==> config.mk <==
export PLATFORM = sky130hd
export DESIGN_NAME = imem_loader
export DESIGN_NICKNAME = d
export VERILOG_FILES = /design/src/rtl/imem_loader.sv
export SDC_FILE = /design/constraint.sdc
export NUM_CORES = 1
export LEC_CHECK = 0
export ABC_AREA = 1
export BUFFER_PORTS_ARGS = -buffer_cell sky130_fd_sc_hd__buf_4
export CORE_AREA = 4 4 74 111
export DETAILED_ROUTE_END_ITERATION = 8
export DIE_AREA = 0 0 78 115
export HOLD_SLACK_MARGIN = 0.03
export PLACE_DENSITY = 0.82
export SLEW_MARGIN = 20
export SYNTH_ARGS = -nofsm -noshare
export SYNTH_HDL_FRONTEND = slang
export SYNTH_SLANG_ARGS = --single-unit
export TNS_END_PERCENT = 100
==> constraint.sdc <==
create_clock -name clk -period 4 [get_ports clk]
set_input_delay 0.6 -clock clk [delete_from_list [all_inputs] [get_ports clk]]
set_output_delay 0.6 -clock clk [all_outputs]
set_load 0.01 [all_outputs]
==> src/rtl/imem_loader.sv <==
// imem_loader: assembles a byte stream into big-endian words and writes instruction memory.
// Optional trailing XOR checksum byte when IMEM_LOADER_CHECKSUM_EN is defined.
module imem_loader #(
    parameter int DEPTH = 256,
    parameter int CNT_W = 9
) (
    input  logic             clk,
    input  logic             reset,
    input  logic             i_start,
    input  logic [CNT_W-1:0] i_num_words,
    input  logic             i_byte_valid,
    input  logic [7:0]       i_byte,
    output logic             o_byte_ready,
    output logic             o_imem_we,
    output logic [31:0]      o_imem_addr,
    output logic [31:0]      o_imem_wdata,
    output logic             o_busy,
    output logic             o_cpu_hold,
    output logic             o_done,
    output logic             o_error
);

    localparam logic [2:0] S_IDLE  = 3'd0;
    localparam logic [2:0] S_RECV  = 3'd1;
    localparam logic [2:0] S_WRITE = 3'd2;
    localparam logic [2:0] S_DONE  = 3'd3;
`ifdef IMEM_LOADER_CHECKSUM_EN
    localparam logic [2:0] S_CHECK = 3'd4;
`endif

    localparam logic [CNT_W-1:0] DEPTH_C = CNT_W'(DEPTH);
    localparam logic [CNT_W-1:0] ONE_C   = CNT_W'(1);

    logic [2:0]       state;
    logic [31:0]      asm_q;
    logic [1:0]       byte_cnt;
    logic [CNT_W-1:0] word_idx;
    logic [CNT_W-1:0] num_words_q;
    logic             done_q;
    logic             error_q;
    logic [31:0]      addr_q;
    logic [31:0]      wdata_q;
`ifdef IMEM_LOADER_CHECKSUM_EN
    logic [7:0]       xor_q;
`endif

    always_comb begin
        o_byte_ready = (state == S_RECV);
        o_busy       = (state == S_RECV) || (state == S_WRITE);
`ifdef IMEM_LOADER_CHECKSUM_EN
        o_byte_ready = o_byte_ready || (state == S_CHECK);
        o_busy       = o_busy || (state == S_CHECK);
`endif
    end

    assign o_cpu_hold   = o_busy;
    assign o_imem_we    = (state == S_WRITE);
    assign o_imem_addr  = addr_q;
    assign o_imem_wdata = wdata_q;
    assign o_done       = done_q;
    assign o_error      = error_q;

    always_ff @(posedge clk or posedge reset) begin
        if (reset) begin
            state       <= S_IDLE;
            asm_q       <= '0;
            byte_cnt    <= '0;
            word_idx    <= '0;
            num_words_q <= '0;
            done_q      <= 1'b0;
            error_q     <= 1'b0;
            addr_q      <= '0;
            wdata_q     <= '0;
`ifdef IMEM_LOADER_CHECKSUM_EN
            xor_q       <= '0;
`endif
        end else begin
            unique case (state)
                S_IDLE, S_DONE: begin
                    if (i_start) begin
                        done_q      <= 1'b0;
                        error_q     <= 1'b0;
                        word_idx    <= '0;
                        byte_cnt    <= '0;
                        asm_q       <= '0;
                        num_words_q <= i_num_words;
`ifdef IMEM_LOADER_CHECKSUM_EN
                        xor_q       <= '0;
`endif
                        if (i_num_words == '0) begin
                            state  <= S_DONE;
                            done_q <= 1'b1;
                        end else if (i_num_words > DEPTH_C) begin
                            state   <= S_DONE;
                            done_q  <= 1'b1;
                            error_q <= 1'b1;
                        end else begin
                            state <= S_RECV;
                        end
                    end
                end
                S_RECV: begin
                    if (i_byte_valid) begin
                        asm_q    <= {asm_q[23:0], i_byte};
                        byte_cnt <= byte_cnt + 2'd1;
`ifdef IMEM_LOADER_CHECKSUM_EN
                        xor_q    <= xor_q ^ i_byte;
`endif
                        // Capture the word here so the write port holds it afterwards.
                        if (byte_cnt == 2'd3) begin
                            state   <= S_WRITE;
                            addr_q  <= {{(30-CNT_W){1'b0}}, word_idx, 2'b00};
                            wdata_q <= {asm_q[23:0], i_byte};
                        end
                    end
                end
                S_WRITE: begin
                    word_idx <= word_idx + ONE_C;
                    if (word_idx == num_words_q - ONE_C) begin
`ifdef IMEM_LOADER_CHECKSUM_EN
                        state  <= S_CHECK;
`else
                        state  <= S_DONE;
                        done_q <= 1'b1;
`endif
                    end else begin
                        state <= S_RECV;
                    end
                end
`ifdef IMEM_LOADER_CHECKSUM_EN
                S_CHECK: begin
                    if (i_byte_valid) begin
                        error_q <= (i_byte != xor_q);
                        done_q  <= 1'b1;
                        state   <= S_DONE;
                    end
                end
`endif
                default: state <= S_IDLE;
            endcase
        end
    end

endmodule

## Word level (Yosys, flattened, before mapping)

Cells that the tools add are included.

- Output and inout port bits: 70
- Bits of input ports: 21
- Register bits after elaboration: 90
- Word-level logic and storage cells: 55

- Eq/ne operators: 9
- Multiplexer cells: 21
- Order comparisons: 1
- $add $sub $neg: 3
- Reductions and logical operators: 12

Operator list:

| operator | number |
|---|---|
| 24-bit 2-to-1 mux | 2 |
| 24-bit one-hot mux with 2 select lines | 1 |
| 9-bit one-hot mux with 2 select lines | 1 |
| 3-bit AND reduction | 4 |
| 2-bit 2-to-1 mux | 5 |
| 9-bit by 1-bit adder with 9-bit output (second input constant) | 1 |
| 9-bit == test | 1 |
| 9-bit greater-than comparator (second input constant) | 1 |
| 9-bit logical NOT | 1 |
| 3-bit 2-to-1 mux | 3 |
| 9-bit 2-to-1 mux | 1 |
| 3-bit one-hot mux with 3 select lines | 1 |
| 9-bit by 1-bit subtractor with 9-bit output (second input constant) | 1 |
| 3-bit by 2-bit == test with 1-bit output (second input constant) | 2 |
| 1-bit 2-to-1 mux | 5 |
| 2-bit by 1-bit != test with 1-bit output (second input constant) | 2 |
| 2-bit != test (second input constant) | 2 |
| 2-bit one-hot mux with 2 select lines | 1 |
| 2-bit AND reduction | 2 |
| 2-bit nonzero test | 2 |
| 3-bit by 1-bit == test with 1-bit output (second input constant) | 1 |
| 3-bit logical NOT | 1 |
| 2-bit by 1-bit adder with 2-bit output (second input constant) | 1 |
| 2-bit == test (second input constant) | 1 |
| other kinds (3) | 3 |

## Depth between registers and ports, before layout

- Depth in word-level cells: 5
- Gate-level depth with buffers: 14
- Depth with buffers taken out: 14

## Worst setup path before layout

No wires, ideal clock.

- Kind: register -> register
- Start: register state[0]
- End: register asm_q[0]
- Data required time: 3874 ps
- Cell stages (with the launch flop): 9
- Period minus slack after synthesis: 1773 ps
- Slack: 2227 ps
- Path buffers: 1
- Setup time: 126 ps
- Arrival: 1647 ps
- Path through: dfrtp_1 > inv_1 > ha_1 > inv_2 > or2_1 > o21ai_2 > a21oi_2 > buf_2 > o22ai_1

- Cells in the longest elaborated chain, start to end: 4
- Elaborated cells between the ends (all ways): 9
- Classes of those cells: eq/ne: 4; mux: 1; reduce/logical: 4

Ends and longest elaborated chain:

| element | RTL line | RTL |
|---|---|---|
| from (decl) | 34 | `logic [2:0] state;` |
| from (signal assigned) | 65 | `state <= S_IDLE;` |
| from (signal assigned) | 91 | `state <= S_DONE;` |
| from (signal assigned) | 94 | `state <= S_DONE;` |
| 3-bit by 2-bit == test with 1-bit output or 3-bit logical NOT (tied branches) | 78 | `unique case (state)` |
| 2-bit OR reduction | 78 |  |
| 2-bit != test (no source line) or 2-bit nonzero test (tied branches) | n/a |  |
| 3-bit AND reduction (no source line) | n/a |  |
| to (signal assigned) | 104 | `asm_q <= {asm_q[23:0], i_byte};` |
| to (decl) | 35 | `logic [31:0] asm_q;` |

Several ways; a longest one is shown, not always the timed one.
A chain may end at the register's enable or synchronous reset.

## Worst setup path in the final report

- Start: register state[0]
- End: register byte_cnt[1]

- Cells in the longest elaborated chain, start to end: 4
- Elaborated cells between the ends (all ways): 9
- Classes of those cells: eq/ne: 4; mux: 1; reduce/logical: 4

Ends and longest elaborated chain:

| element | RTL line | RTL |
|---|---|---|
| 3-bit by 2-bit == test with 1-bit output or 3-bit logical NOT (tied branches) | 78 |  |
| 2-bit OR reduction | 78 |  |
| 2-bit != test (no source line) or 2-bit nonzero test (tied branches) | n/a |  |
| 3-bit AND reduction (no source line) | n/a |  |
| to (signal assigned) | 105 | `byte_cnt <= byte_cnt + 2'd1;` |
| to (decl) | 36 | `logic [1:0] byte_cnt;` |

Several ways; a longest one is shown, not always the timed one.

==> parameters.txt <==
Parameter                              Value

Global routing
  Number of global-route vias before repair ... 3035
  Overflow left after global routing ... 0
  Initial antenna violation count ... 0
  Maximum number of pins on one net before global-route repair ... 83
  All-layer global routing usage ... 20.2%
  Wire length of the first global-routing pass ... 14200 um

Final layout
  Post-synthesis to final-layout area growth ... 17.3%
  Fin util ... 66.0%
  Area of all sequential standard cells ... between 2000 and 2500 sq um
  Antenna diode count ... 0
  Final std cells w/o fill ... 623
  Final-layout fill cell count ... 606
  Net count of the finished layout ... 548
  Footprint of the multi-input gates ... 1430 sq um
  Final design instance area without fill ... 4740 sq um
  Layout cells sized above 1 ... 18.2%

Floorplanning
  Placement row count ... 38
  Horizontal die dimension ... between 70 and 80 um
  Area enclosed by the die boundary ... 8970 sq um
  Area of the core ... 7180 sq um
  Die Span Y ... about 120 um
  Top Ports ... a little over 90
  Initial cell density of the core ... between 50% and 60%

Setup path
  Flop2flop setup slack ... 1.75 ns
  Most used cell, CP ... inv_1
  Critical path required time ... around 4.3 ns
  Critical path startpoint ... state[0]
  Slowest cell on the critical path ... a21oi_4
  Max Fanout on Critical Path ... 25
  Element type at the critical path end ... register
  Highest cell delay on the worst timing path ... 0.51 ns
  Chain of cells forming the critical path ... inv_1 -> ha_1 -> inv_2 -> or2_1 -> o21ai_2 -> a21oi_4 -> inv_1 -> a32o_1
  Crit Path Category ... reg2reg
  Cell family with most CP delay ... compound AO/OA/AOI/OAI gates
  Count of buffering cells on the critical path with inverters included ... 3
  Arrival time reported for the critical path endpoint ... 2.50 ns
  R2r startpoint ... state[0]
  Category of the worst setup path launch point ... register

Timing
  Final cycle utilization of the critical path ... 56.3%
  Final Max Tran Viols ... 0
  Upper clock frequency limit ... 0.444 GHz
  Count of endpoints failing setup in the final report ... 0
  Clk_skew ... ~0.0073 ns
  Post-route minimum period ... between 2 and 2.5 ns
  Number of endpoints with negative hold slack in the final report ... 0
  Max-slew headroom at the worst pin ... 44.5%
  Total Negative Setup Slacks ... 0 ns
  Transition time at the pin with the least slew margin ... roughly 0.83 ns
  Setup repair after global routing missed its margin ... false

Detailed routing
  Detailed-route via count ... ~3200
  First drt pass iteration count ... 4
  Residual DRC ... 0
  Highest metal layer used by the detailed router ... met4
  Met2 Routed Length ... roughly 4400 um
  DR vias/cell ... about 5.1
  Final WL ... approximately 8500 um
  Number of routed nets with antenna violations ... 0
  Metal1 wirelength ... about 3300 um
  Post-detailed-route wirelength per cell ... 13.7 um
  Count of routing violations after the opening detailed-route iteration ... roughly 200
  Met3 wire len ... 488 um

Logic synthesis
  Share of synthesized area occupied by flip-flops and latches ... 55.1%
  Leading register cell type out of synthesis ... dfrtp_1
  Yosys warns ... 0
  Syn avg cell area ... 8.87 sq um
  Portion of synthesized cell area occupied by the leading cell type ... 55.1%
  Post-Syn Area ... 4040 sq um
  Count of flip-flops with a built-in enable after synthesis ... 0
  Cell with the most instances after synthesis ... nand2_1
  #FFs+latches synth ... 89
  Number of distinct library cell variants in the gate-level netlist after synthesis ... 32
  Cell taking the most area after synthesis ... dfrtp_1
  Cell count after synthesis ... 456
  Share of synthesized flip-flops with an asynchronous set or reset ... 100%
  Top cells by area, synth ... dfrtp_1 55%, nand2_1 9.7%, o21ai_0 6.9%, inv_1 5.9%, buf_4 4.5%
  Synth top cells by count ... 105 x nand2_1, 89 x dfrtp_1, 64 x inv_1, 56 x o21ai_0

Clock network
  Buffer levels on the longest clock path ... 2
  Clock-pin slew on the worst setup and hold paths ... approximately 0.08 ns
  Clock sinks ... 89
  CTS H-tree depth ... 3
  Cts-stage hold buffer count ... 0
  TritonCTS clock tree ... yes
  Buffer cell driving the clock tree root ... clkbuf_8
  Inserted Clock Buffers ... 9
  Count of cells resized by post-cts repair ... 0
  Clock latency on the worst-skew pair ... 0.36 ns
  Buffers inserted by post-CTS timing repair ... 0

Place
  Cell count after placement ... 609
  HPWL after detailed placement ... 6190 um
  Number of input and output port buffers inserted ... between 60 and 70
  Weighted congestion reported at the end of routability-driven placement ... 0.834
  Placement-stage cell area ... 4530 sq um

Pwr
  Leakage component of the power ... between 0.002 and 0.0025 uW
  Power, Total ... 3130 uW
  Pwr Density ... 660 nW/um^2
  Max rail drop VDD ... 0.000345 V

Outcome
  Status ... finished clean

Hold path
  Min-delay worst type ... in2async

Flow run
  Max-Cap Viols ... 0
==> metal layers <==
metal  global-route usage [%]  vias up
li1                         -     1548
met1                     23.3     1530
met2                     35.0       96
met3                     4.62       23
met4                     10.5        0
met5                        0        -
==> layout make-up <==
cell class	count	share of cell area, %
tap	100	2.64
multi-input combinational	286	30.2
clock inverter	4	1.48
clock buffer	10	2.69
timing repair buffer	68	10.8
sequential	89	47.0
inverter	66	5.25
==> worst reg2reg max path: cells and delay by family, from the launching register on <==
kind,cells,cell delay (ns)
fa+ha+maj,1,0.37
compound gates,3,0.84
simple gates,1,0.21
buf+inv,3,0.32
flops,1,0.40
==> path summary, 6_finish.rpt <==
kind	endpoint	cells after the start
setup / recovery	byte_cnt[1]	8
hold / removal	o_imem_wdata[1]	2
setup reg to reg	byte_cnt[1]	8
hold reg to reg	o_error	2
max in group asynchronous	o_imem_wdata[22]	3
min in group clk	num_words_q[7]	3
==> sequential cells by signal (all words and copies together) (netlist names) <==
name,cells
o_error,1
byte_cnt,2
o_imem_addr,9
word_idx,9
num_words_q,9
o_imem_wdata,32
asm_q,24
o_done,1
state,2
==> placed cells by master (no fill, tap or decap), types with 3 or more instances in the layout <==
cell type	n
xnor2_1	3
ha_1	7
dfrtp_1	89
clkinv_2	3
clkbuf_8	9
nor3_1	5
nand3_1	19
nand2_1	104
o22ai_1	24
inv_1	63
nor2_1	19
buf_4	68
conb_1	23
a21oi_1	4
o21ai_0	56
==> per-stage QoR <==
| stage | hold WS [ns] | setup slack (ns) |
|---|---|---|
| after global routing | 0.445 | 1.54 |
| after floorplan | 0.468 | 1.09 |
| after detailed placement | 0.467 | 1.50 |
| after CTS | 0.383 | 1.48 |
| final | 0.368 | 1.75 |
| after global placement | 0.468 | 1.60 |
==> power by group <==
group / internal (uW) / total, uW / switching, uW
clock: 343 / 639 / 296
sequential: 1110 / 1240 / 130
combinational: 471 / 1250 / 780
==> cells by family (layout without fill, tap and decap cells) <==
kind of cell / after synthesis / in the layout / share of synthesized area [%]
AND/OR/NAND/NOR: 160 / 160 / 16.9
buffers and inverters: 103 / 148 / 11.9
AO/OA/AOI/OAI: 91 / 91 / 12.8
flip-flops: 89 / 89 / 55.1
adder cells (fa/ha/maj): 7 / 7 / 2.17
XOR/XNOR: 5 / 5 / 1.08
other: 1 / 23 / 0.0928
(Power assumes the default switching activity.)
